--- src/rtl/mem_burst_reader_if.sv ---
// Bundle of the burst reader's command, memory-port and output-stream signals.
//   master : the burst reader itself (takes commands, drives the memory address,
//            produces the output stream)
//   slave  : the surrounding environment (command source, memory, consumer)
// Signals:
//   cmd_valid/cmd_ready/cmd_addr/cmd_len : burst command handshake
//   mem_addr/mem_data                    : one read port of the memory
//   out_valid/out_ready/out_data/out_last: output word stream
//   busy                                 : burst in progress
interface mem_burst_reader_if #(
  parameter int unsigned ADDR_W = 6,
  parameter int unsigned DATA_W = 14
);
  logic              cmd_valid;
  logic              cmd_ready;
  logic [ADDR_W-1:0] cmd_addr;
  logic [ADDR_W-1:0] cmd_len;
  logic [ADDR_W-1:0] mem_addr;
  logic [DATA_W-1:0] mem_data;
  logic              out_valid;
  logic              out_ready;
  logic [DATA_W-1:0] out_data;
  logic              out_last;
  logic              busy;

  modport master (
    input  cmd_valid, cmd_addr, cmd_len, mem_data, out_ready,
    output cmd_ready, mem_addr, out_valid, out_data, out_last, busy
  );

  modport slave (
    output cmd_valid, cmd_addr, cmd_len, mem_data, out_ready,
    input  cmd_ready, mem_addr, out_valid, out_data, out_last, busy
  );
endinterface

--- src/rtl/mem_burst_reader.sv ---
// Read-side burst front end for a memory port with one cycle of registered-address
// read latency. Accepts (addr, len) commands, walks the addresses with wrap-around,
// and delivers the returned words as a valid/ready stream with a last marker.
// Ports:
//   clk : clock, shared with the memory port
//   rst : synchronous active-high reset
//   bus : mem_burst_reader_if.master (command, memory port, output stream, busy)
module mem_burst_reader #(
  parameter int unsigned ADDR_W = 6,
  parameter int unsigned DATA_W = 14,
  parameter int unsigned DEPTH  = 4
) (
  input logic                clk,
  input logic                rst,
  mem_burst_reader_if.master bus
);

  localparam int unsigned PtrW = (DEPTH > 1) ? $clog2(DEPTH) : 1;
  localparam int unsigned CntW = $clog2(DEPTH + 1);
  localparam logic [CntW:0]     DepthLim = (CntW + 1)'(DEPTH);
  localparam logic [PtrW-1:0]   PtrLast  = PtrW'(DEPTH - 1);
  localparam logic [ADDR_W:0]   RemOne   = (ADDR_W + 1)'(1);

  typedef enum logic [1:0] {StIdle, StIssue, StDrain} state_e;

  state_e            state_q;
  logic [ADDR_W-1:0] addr_q;
  logic [ADDR_W:0]   remaining_q;
  logic              inflight_q;
  logic              inflight_last_q;
  logic              cmd_ready_q;
  logic              busy_q;

  logic [DATA_W-1:0] fifo_data_q [DEPTH];
  logic [DEPTH-1:0]  fifo_last_q;
  logic [PtrW-1:0]   wptr_q;
  logic [PtrW-1:0]   rptr_q;
  logic [CntW-1:0]   count_q;

  logic [CntW:0]     credit_used;
  logic              issue;
  logic              last_issue;
  logic              push;
  logic              pop;
  logic              head_last;

  // A read already in flight still needs a FIFO slot, so it counts against the credit.
  always_comb begin
    credit_used = {1'b0, count_q} + {{CntW{1'b0}}, inflight_q};
    issue       = (state_q == StIssue) && (credit_used < DepthLim);
    last_issue  = issue && (remaining_q == RemOne);
    push        = inflight_q;
    pop         = (count_q != '0) && bus.out_ready;
    head_last   = fifo_last_q[rptr_q];
  end

  always_ff @(posedge clk) begin
    if (rst) begin
      state_q         <= StIdle;
      addr_q          <= '0;
      remaining_q     <= '0;
      inflight_q      <= 1'b0;
      inflight_last_q <= 1'b0;
      cmd_ready_q     <= 1'b1;
      busy_q          <= 1'b0;
    end else begin
      inflight_q      <= issue;
      inflight_last_q <= last_issue;
      unique case (state_q)
        StIdle: begin
          if (bus.cmd_valid && cmd_ready_q) begin
            addr_q      <= bus.cmd_addr;
            // A zero length means the whole address space.
            remaining_q <= (bus.cmd_len == '0) ? {1'b1, {ADDR_W{1'b0}}}
                                               : {1'b0, bus.cmd_len};
            state_q     <= StIssue;
            cmd_ready_q <= 1'b0;
            busy_q      <= 1'b1;
          end
        end
        StIssue: begin
          if (issue) begin
            addr_q      <= addr_q + 1'b1;
            remaining_q <= remaining_q - 1'b1;
            if (remaining_q == RemOne) state_q <= StDrain;
          end
        end
        StDrain: begin
          if (pop && head_last) begin
            state_q     <= StIdle;
            cmd_ready_q <= 1'b1;
            busy_q      <= 1'b0;
          end
        end
        default: state_q <= StIdle;
      endcase
    end
  end

  always_ff @(posedge clk) begin
    if (rst) begin
      wptr_q      <= '0;
      rptr_q      <= '0;
      count_q     <= '0;
      fifo_last_q <= '0;
      for (int i = 0; i < int'(DEPTH); i++) fifo_data_q[i] <= '0;
    end else begin
      if (push) begin
        fifo_data_q[wptr_q] <= bus.mem_data;
        fifo_last_q[wptr_q] <= inflight_last_q;
        wptr_q              <= (wptr_q == PtrLast) ? '0 : wptr_q + 1'b1;
      end
      if (pop) begin
        rptr_q <= (rptr_q == PtrLast) ? '0 : rptr_q + 1'b1;
      end
      if (push && !pop) begin
        count_q <= count_q + 1'b1;
      end else if (pop && !push) begin
        count_q <= count_q - 1'b1;
      end
    end
  end

  assign bus.cmd_ready = cmd_ready_q;
  assign bus.busy      = busy_q;
  assign bus.mem_addr  = addr_q;
  assign bus.out_valid = (count_q != '0);
  assign bus.out_data  = fifo_data_q[rptr_q];
  assign bus.out_last  = head_last;

endmodule

--- src/flat_wrapper.sv ---
// flat-port wrapper written by rule: the top's interface ports become plain ports
module mem_burst_reader_flat 
#(
  parameter int unsigned ADDR_W = 6,
  parameter int unsigned DATA_W = 14,
  parameter int unsigned DEPTH  = 4
)
  (clk, rst, bus_cmd_valid, bus_cmd_addr, bus_cmd_len, bus_mem_data, bus_out_ready, bus_cmd_ready, bus_mem_addr, bus_out_valid, bus_out_data, bus_out_last, bus_busy);
  mem_burst_reader_if #(.ADDR_W(ADDR_W), .DATA_W(DATA_W)) bus_i ();
  input logic clk;
  input logic rst;
  input wire logic [$bits(bus_i.cmd_valid)-1:0] bus_cmd_valid;
  input wire logic [$bits(bus_i.cmd_addr)-1:0] bus_cmd_addr;
  input wire logic [$bits(bus_i.cmd_len)-1:0] bus_cmd_len;
  input wire logic [$bits(bus_i.mem_data)-1:0] bus_mem_data;
  input wire logic [$bits(bus_i.out_ready)-1:0] bus_out_ready;
  output wire logic [$bits(bus_i.cmd_ready)-1:0] bus_cmd_ready;
  output wire logic [$bits(bus_i.mem_addr)-1:0] bus_mem_addr;
  output wire logic [$bits(bus_i.out_valid)-1:0] bus_out_valid;
  output wire logic [$bits(bus_i.out_data)-1:0] bus_out_data;
  output wire logic [$bits(bus_i.out_last)-1:0] bus_out_last;
  output wire logic [$bits(bus_i.busy)-1:0] bus_busy;
  assign bus_i.cmd_valid = bus_cmd_valid;
  assign bus_i.cmd_addr = bus_cmd_addr;
  assign bus_i.cmd_len = bus_cmd_len;
  assign bus_i.mem_data = bus_mem_data;
  assign bus_i.out_ready = bus_out_ready;
  assign bus_cmd_ready = bus_i.cmd_ready;
  assign bus_mem_addr = bus_i.mem_addr;
  assign bus_out_valid = bus_i.out_valid;
  assign bus_out_data = bus_i.out_data;
  assign bus_out_last = bus_i.out_last;
  assign bus_busy = bus_i.busy;
  mem_burst_reader #(.ADDR_W(ADDR_W), .DATA_W(DATA_W), .DEPTH(DEPTH)) u_core (.clk(clk), .rst(rst), .bus(bus_i));
endmodule
--- config.mk ---
export PLATFORM = sky130hd
export DESIGN_NAME = mem_burst_reader_flat
export DESIGN_NICKNAME = d
export VERILOG_FILES = /design/src/rtl/mem_burst_reader_if.sv /design/src/rtl/mem_burst_reader.sv /design/src/flat_wrapper.sv
export SDC_FILE = /design/constraint.sdc
export NUM_CORES = 1
export LEC_CHECK = 0
export CAP_MARGIN = 10
export CORE_MARGIN = 4
export CORE_UTILIZATION = 51
export CTS_BUF_LIST = sky130_fd_sc_hd__clkbuf_2 sky130_fd_sc_hd__clkbuf_4 sky130_fd_sc_hd__clkbuf_8
export CTS_CLUSTER_SIZE = 10
export DETAILED_ROUTE_END_ITERATION = 16
export GPL_ROUTABILITY_DRIVEN = 0
export PLACE_DENSITY = 0.88
export SYNTH_ARGS = -nofsm -noshare
export SYNTH_HDL_FRONTEND = slang
export SYNTH_SLANG_ARGS = --single-unit
--- constraint.sdc ---
create_clock -name clk -period 2 [get_ports clk]
set_input_delay 0.4 -clock clk [delete_from_list [all_inputs] [get_ports clk]]
set_output_delay 0.4 -clock clk [all_outputs]
set_load 0.02 [all_outputs]
* Word level (Yosys, flattened, before mapping)
Memories as Yosys holds them, arrays and structs flattened. A register that Yosys moved wholly into a read port is not among the register bits. Index checks and enable logic that the tools add are counted.
Storage, ports and cells: memory bits (writable) 56, bits in read-only memories 0, bits in latches 0, input bits 30, logic and storage cells 89, memories 1, output and inout bits 24, register bits after elaboration 30
Cells by class: eq/ne operators 9, $lt $le $gt $ge 4, add/subtract/negate cells 7, div/mod/pow operators 0, shift-type cells 0, bitwise operators 0, reduce and logical (&&, ||, !) cells 20, multipliers 0, multiplexer cells 37
Memories:
- u_core.fifo_data_q | depth 4, width 14, rd ports 1, clocked after Yosys merged registers in 1, wr ports 4, line mem_burst_reader.sv:34 | logic [DATA_W-1:0] fifo_data_q [DEPTH];
Operators by type and width (number):
- $mux 7 | 3
- $mux 2 | 9
- $mux 14 | 1
- $pmux 7 s2 | 1
- $reduce_or 14->1 | 1
- $mux 1 | 12
- $mux 6 | 2
- $pmux 6 s2 | 1
- $logic_and 1x1->1 | 8
- $eq 7x1->1 const B | 1
- $sub 7x1->7 const B | 1
- $add 6x1->6 const B | 1
- $eq 2x2->1 const B | 3
- $logic_not 6->1 | 1
- $lt 2x3->1 const B | 2
- $mux 3 | 2
- $ne 2x1->1 const B | 3
- $pmux 2 s3 | 1
- $reduce_and 3->1 | 2
- $reduce_bool 2->1 | 3
- $add 2x1->2 const B | 2
- $add 3x1->4 | 1
- $bwmux 4 | 1
- $lt 4x3->1 const B | 1
- 12 further kinds | 14

* Depth between registers and ports, before layout
Gate-level depths: netlist (run 1).
depth in word-level cells 5, mapped depth 7, mapped depth without buffers 7

* Worst setup path before layout (run 1)
OpenSTA, ideal clock, no wires.
path kind register to register, start register u_core.count_q[0], end register u_core.count_q[2], cell stages (with the launch flop) 8, path slack -0.006 ns, arrival time 1.936 ns, data required time 1.930 ns, buffers on the path 0, cells stage by stage dfxtp_1 > o31ai_4 > ha_1 > inv_1 > fa_1 > xor2_1 > or3_1 > a21oi_1
Between the ends: cells in the longest elaborated chain, start to end 5, elaborated cells on any way between the ends 10
RTL lines:
- start: declaration | line mem_burst_reader.sv:38 | logic [CntW-1:0] count_q;
- start signal: assignment | line mem_burst_reader.sv:117 | count_q <= count_q + 1'b1;
- start signal: assignment | line mem_burst_reader.sv:119 | count_q <= count_q - 1'b1;
- parallel branches: the longest is 5 deep, another holds $sub 3x1->3
Parallel ways; which one is timed is not known. The select of a mux whose other input is x is not followed. A chain may end at the register's enable or synchronous reset.

==> results of run 1 <==
[worst min-delay path, stage by stage (launching register included)]
cell and delay [ps]:
dfxtp_1 320, nand2_1 50, a21oi_1 50
[cell type report]
cell class / count / area share [%]
clock buffers: 9 / 2.40
well taps: 102 / 2.47
multi-input cells: 220 / 32.2
flip-flops and latches: 88 / 45.0
inverters: 6 / 0.436
clock inverters: 7 / 2.44
repair buffers: 76 / 15.1
[placed cells by master (no fill, tap or decap), drive strengths merged, types with 3 or more instances in the layout]
master and n:
a21oi 19, inv 8, clkbuf 10, a31oi 5, nand2b 4, a31o 3
or2 5, buf 37, bufinv 3, or3 4, mux4 15, dfxtp 32
nand2 16, nand3 8, nor2 13, o21ai 14, edfxtp 56, clkdlybuf4s50 37
mux2i 5, and2 62, nor2b 3, ha 9, nor3 8
[kinds of logic (layout without fill, tap and decap cells)]
kind of cell | after synthesis | in the layout | share of synthesized area, %
AO/OA/AOI/OAI | 51 | 51 | 8.02
XOR/XNOR | 2 | 2 | 0.430
adder cells (fa/ha/maj) | 10 | 10 | 3.26
buffers and inverters | 22 | 98 | 2.18
flip-flops | 88 | 88 | 57.0
multiplexers | 20 | 20 | 9.53
AND/OR/NAND/NOR | 137 | 137 | 19.5
[per-layer routing]
metal | routed length, um | part of all wire (%) | vias up
met5 | 0 | 0 | -
met1 | 3490 | 40 | 1345
met4 | 165 | 1.9 | 0
met3 | 487 | 5.6 | 21
li1 | - | - | 1349
met2 | 4490 | 52 | 94
[worst max path at each step]
stage / startpoint / slack, ps / depth (start not counted) / end
floorplan: u_core.count_q[2] / 9 / 7 / u_core.count_q[2]
global placement: bus_out_ready / -170 / 8 / u_core.count_q[2]
detailed placement: bus_out_ready / -290 / 8 / u_core.count_q[2]
CTS: flip-flop / -3 / 3 / bus_out_data[3]
global route: flip-flop / -20 / 3 / bus_out_data[3]
finish: flip-flop / 20 / 3 / bus_out_data[3]
[power groups by stage]
stage	clock network [mW]	logic (mW)	registers (mW)
3_5_place_dp	0	1.52	2.26
6_report	1.50	1.57	2.24
5_1_grt	1.61	1.69	2.25
3_3_place_gp	0	1.48	2.24
4_1_cts	1.52	1.48	2.24
2_1_floorplan	0	0.868	2.27
[Yosys cell counts (4+ instances only)]
cell type,n
ha_1,9
o21ai_0,9
a21oi_1,18
dfxtp_1,32
nand2b_1,4
nand3_1,8
mux2i_1,5
edfxtp_1,56
nand2_1,16
inv_1,5
mux4_2,15
o21ai_1,4
a31oi_1,5
nor2_1,13
clkbuf_1,12
and2_1,59
nor3_1,8
or3_1,4
[flip-flops by register name, indices dropped and copies added (netlist names), named ones only]
signal	flops
u_core.bus.busy	1
u_core.bus.cmd_ready	1
u_core.bus.mem_addr	6
u_core.count_q	3
u_core.fifo_data_q	56
u_core.fifo_last_q	4
u_core.inflight_last_q	1
u_core.inflight_q	1
u_core.remaining_q	7
u_core.rptr_q	2
u_core.state_q	2
u_core.wptr_q	2
[per-stage QoR]
stage | setup TNS [ps] | instances | setup slack, ps | utilization [%]
after floorplan | 0 | 330 | 9.21 | -
after global placement | -1800 | 491 | -165 | 63.1
after detailed placement | -2350 | 491 | -286 | 63.1
after CTS | -2.75 | 508 | -2.75 | 65.9
after global routing | -30.8 | 508 | -15.1 | 66.9
final | 0 | 508 | 23.0 | 66.9
[timing repair]
item                                    CTS  global route
resized for setup                        63            29
pin swaps                                 0             0
endpoints found under the setup margin   16            15
hold buffers                              0             0
gates cloned                              1             0
==> impl_metrics.env, run 1 <==
export IMPL_status="completed"
export IMPL_cp_cell_sequence="buf_12 > mux4_2 > buf_6"
export IMPL_synthFlopType="edfxtp_1"
export IMPL_yosys_warnings=0
export IMPL_clkSlewWorstSetupHoldPaths_ps=80
export IMPL_p_total_mw=5.31
export IMPL_synthArstFlopShare_pct=0
export IMPL_fp_row_count=32
export IMPL_total_leakage_power_nw=1.93
export IMPL_cellPowerDensity_nw_per_um2=1030
export IMPL_ctsLongestPathBuffers=2
export IMPL_fin_crit_ps=1980
export IMPL_swShare_pct=29.3
export IMPL_vias=2809
export IMPL_hold_viol=0
export IMPL_track_usage_pct=18.9
export IMPL_grt_overflow_total=0
export IMPL_diodes=0
export IMPL_synth_area_um2=4070
export IMPL_r2r_start="u_core.count_q[2]"
export IMPL_vdd_drop_max_v=0.000595
export IMPL_portBuffers=53
export IMPL_syn_nets=370
export IMPL_holdCritPathClass="reg -> reg"
export IMPL_start_kind="flip-flop"
export IMPL_grt_busiest_layer="met2"
export IMPL_clock_skew_ps=10.1
export IMPL_critPathTopFamily="multiplexers"
export IMPL_worstHoldStart="u_core.fifo_last_q[1]"
export IMPL_period_share_pct=98.8
export IMPL_endpoint_kind="primary output"
export IMPL_netlist_cell_type_count=52
export IMPL_seq_area_frac_synth_pct=57.0
export IMPL_synthTopCellsByArea="edfxtp_1, dfxtp_1, and2_1"
export IMPL_cts_buffers=9
export IMPL_antenna_left=0
export IMPL_antenna_found_initial=0
export IMPL_n_fill_cell=511
export IMPL_clock_sinks=88
export IMPL_tightest_slew_ps=977
export IMPL_drt_iter0_drc=129
export IMPL_seqPwrFrac_pct=42.1
export IMPL_ys_ff_latch=88
export IMPL_rsz0062_at_grt="true"
export IMPL_rr_endpoint="u_core.count_q[2]"
export IMPL_die_h_um=97.4
export IMPL_synth_avg_cell_area_um2=12.3
export IMPL_dpl_cell_area_um2=4880
export IMPL_grt_pass1_vias=2917
export IMPL_intPower_mw=3.75
export IMPL_dp_hpwl_mm=5.70
export IMPL_grt_met3_usage_pct=4.38
export IMPL_reg2reg_depth=7
export IMPL_routedWlPerCell_um=17.0
export IMPL_relSlewSlack_pct=34.7
export IMPL_cts_tree="done"
export IMPL_seqCellArea_um2=2330
export IMPL_regToRegSetupSlack_ps=40
export IMPL_finalSetupViolCount=0
export IMPL_whs_path_depth=2
export IMPL_fin_nets=441
export IMPL_drc=0
export IMPL_cts_setup_buffers=0
export IMPL_clock_latency_ps=350
export IMPL_pwr_share_comb_pct=29.6
export IMPL_arrival_ps=1580
export IMPL_cpMaxStageDelayCell="mux4_2"
export IMPL_design_area_um2=5170
export IMPL_crit_required_ps=1600
export IMPL_area_growth_pct=27.0
export IMPL_switching_power_mw=1.56
export IMPL_die_area_um2=9480
export IMPL_worst_hold_slack_ps=467
export IMPL_clockRootBuffer="clkbuf_8"
export IMPL_min_to="u_core.fifo_last_q[1]"
export IMPL_synth_enable_flop_cells=56
export IMPL_initial_core_util_pct=52.7
export IMPL_drt_wl_total_mm=8.63
export IMPL_use_met1_pct=22.5
export IMPL_vias_per_cell=5.53
export IMPL_synth_top_area_share_pct=41.3
export IMPL_io_pins=54
export IMPL_grt_max_degree=23
export IMPL_multiInputGateArea_um2=1660
export IMPL_synthCells=330
export IMPL_dieWidth_um=97.4
export IMPL_maxCapViolations=0
export IMPL_finalMaxSlewViolations=0
export IMPL_cp_max_fo=7
export IMPL_met2_usage_pct=32.9
export IMPL_pwr_share_clk_pct=28.3
export IMPL_grt_first_pass_wirelength_mm=14.2
export IMPL_htreeDepth=3
export IMPL_coreArea_um2=7730
export IMPL_crit_type="reg -> out"
export IMPL_synth_top_area_cell="edfxtp_1"
export IMPL_fmax_ghz=0.506
export IMPL_max_stage_delay_ps=540
export IMPL_worst_path_buf_inv=2
export IMPL_dr_pass1_iters=4
export IMPL_drive_gt1_share_pct=20.2
(Power assumes the default switching activity.)
==> run 2: changes to the inputs <==
--- a/config.mk
+++ b/config.mk
@@ -13,6 +13,7 @@
 export DETAILED_ROUTE_END_ITERATION = 16
 export GPL_ROUTABILITY_DRIVEN = 0
 export PLACE_DENSITY = 0.88
+export SKIP_LAST_GASP = 1
 export SYNTH_ARGS = -nofsm -noshare
 export SYNTH_HDL_FRONTEND = slang
 export SYNTH_SLANG_ARGS = --single-unit
==> constraint.sdc (replaced) <==
create_clock -name clk -period 2 [get_ports clk]
set_input_delay 0.4 -clock clk [delete_from_list [all_inputs] [get_ports clk]]
set_output_delay 0.4 -clock clk [all_outputs]
set_load 0.1 [all_outputs]
==> run 2 against run 1 <==
Against the previous run: the flow now finishes with violations (setup timing); sequential share of layout area hardly changed; count of clock-buffer cells in the layout did not move; setup slack worse by 86 ps; flip-flop and latch count is the same; non-clock buffer count decreased by 4; clock skew increased by 1.2 ps; first-iteration DRC count rose by 41%; combinational power increased by 61%; clock power is 23% lower.
==> impl_metrics.env, run 2 (synthesis results as in run 1) <==
export IMPL_io_pins=54
export IMPL_setup_ws_ps=-63.2
export IMPL_drt_iter0_drc=182
export IMPL_n_fill_cell=546
export IMPL_dp_hpwl_mm=5.70
export IMPL_finalMaxSlewViolations=0
export IMPL_relSlewSlack_pct=41.0
export IMPL_diodes=0
export IMPL_grt_overflow_total=0
export IMPL_fp_row_count=32
export IMPL_drc=0
export IMPL_clkSlewWorstSetupHoldPaths_ps=90
export IMPL_place_ws_ps=-229
export IMPL_grt_max_degree=22
export IMPL_clock_latency_ps=360
export IMPL_dieWidth_um=97.4
export IMPL_violations="setup timing"
export IMPL_crit_required_ps=1600
export IMPL_cp_max_fo=7
export IMPL_largest_reg_flops=56
export IMPL_coreArea_um2=7730
export IMPL_cts_hold_buf=0
export IMPL_fin_nets=437
export IMPL_drt_wl_total_mm=8.57
export IMPL_rsz0062_at_grt="true"
export IMPL_tightest_slew_ps=884
export IMPL_cts_buffers=9
export IMPL_fin_crit_ps=2060
export IMPL_clock_sinks=88
export IMPL_area_growth_pct=27.2
export IMPL_drive_gt1_share_pct=22.1
export IMPL_die_area_um2=9480
export IMPL_crit_type="reg -> out"
export IMPL_grt_first_pass_wirelength_mm=14.1
export IMPL_cellPowerDensity_nw_per_um2=1150
export IMPL_antenna_found_initial=0
export IMPL_intPower_mw=3.57
export IMPL_p_total_mw=5.94
export IMPL_routedWlPerCell_um=17.0
export IMPL_endpoint_kind="primary output"
export IMPL_total_leakage_power_nw=1.92
export IMPL_seqPwrFrac_pct=37.8
export IMPL_clock_skew_ps=11.3
export IMPL_cts_tree="done"
export IMPL_vias_per_cell=5.56
export IMPL_track_usage_pct=18.7
export IMPL_switching_power_mw=2.37
export IMPL_clockRootBuffer="clkbuf_8"
export IMPL_start_kind="flip-flop"
export IMPL_layout_common_cells="and2_1, edfxtp_1, clkdlybuf4s50_1"
export IMPL_swShare_pct=39.8
export IMPL_finalSetupViolCount=14
export IMPL_final_common_cell="and2_1"
export IMPL_fmax_ghz=0.485
export IMPL_holdCritPathClass="reg -> reg"
export IMPL_pwr_share_comb_pct=42.5
export IMPL_seqCellArea_um2=2330
export IMPL_vdd_drop_max_v=0.000593
export IMPL_regMostFlops="u_core.fifo_data_q"
export IMPL_period_share_pct=103
export IMPL_ctsLongestPathBuffers=2
export IMPL_htreeDepth=3
export IMPL_initial_core_util_pct=52.7
export IMPL_multiInputGateArea_um2=1660
export IMPL_portBuffers=53
export IMPL_pwr_share_clk_pct=19.6
export IMPL_maxCapViolations=0
export IMPL_grt_pass1_vias=2819
export IMPL_hold_viol=0
export IMPL_status="complete, but fails checks"
export IMPL_dr_pass1_iters=6
export IMPL_antenna_left=0
export IMPL_vias=2802
export IMPL_die_h_um=97.4
export IMPL_arrival_ps=1660
## run 2: worst paths after layout
check | depth (start not counted) | to | from | slack [ps]
setup / recovery | 3 | bus_out_data[5] | flip-flop | -60
hold / removal | 2 | u_core.fifo_last_q[0] | u_core.fifo_last_q[0] | 470
setup reg to reg | 7 | u_core.count_q[2] | u_core.count_q[2] | 100
hold reg to reg | 2 | u_core.fifo_last_q[0] | u_core.fifo_last_q[0] | 470
## run 2: worst max-delay path, cell delays in order, from the launching register on
cell and delay [ps]:
dfxtp_4 410, buf_12 150, mux4_2 550, buf_12 190
## run 2: per-stage QoR
| step | setup TNS (ps) | utilization, % | cells | hold slack (ps) | cell area [um2] |
|---|---|---|---|---|---|
| floorplan | 0 | - | 330 | 433 | 4070 |
| global placement | -271 | 64.0 | 486 | 442 | 4940 |
| detailed placement | -2580 | 64.0 | 486 | 455 | 4940 |
| CTS | -752 | 66.8 | 503 | 468 | 5160 |
| global route | -1210 | 67.0 | 504 | 500 | 5180 |
| finish | -538 | 67.0 | 504 | 466 | 5180 |
## run 2: layer usage
layer / part of all wire (%) / global-route usage, %
met4: 1.1 / 6.60
met3: 4.9 / 4.02
met1: 42 / 22.2
met2: 52 / 33.4
met5: 0 / 0
## run 2: power groups by stage
stage | sequential, mW | combinational, mW | clock [mW]
after detailed placement | 2.26 | 2.46 | 0
after global placement | 2.25 | 2.43 | 0
after floorplan | 2.41 | 1.48 | 0
final | 2.25 | 2.53 | 1.16
after CTS | 2.24 | 2.52 | 1.18
after global routing | 2.27 | 2.65 | 1.26
## run 2: cell type report
| cell class | count | area share [%] |
|---|---|---|
| Tap cell | 102 | 2.46 |
| Sequential cell | 88 | 45.0 |
| Multi-Input combinational cell | 220 | 32.1 |
| Clock buffer | 9 | 2.39 |
| Clock inverter | 7 | 1.21 |
| Inverter | 6 | 0.435 |
| Timing Repair Buffer | 72 | 16.3 |
## run 2: repair_timing
item / CTS / global route
pin swaps: 0 / 2
gates cloned: 1 / 0
gates resized for setup: 3 / 5
endpoints found under the setup margin: 14 / 16
hold endpoints to repair: 0 / 0
buffers inserted: 0 / 1
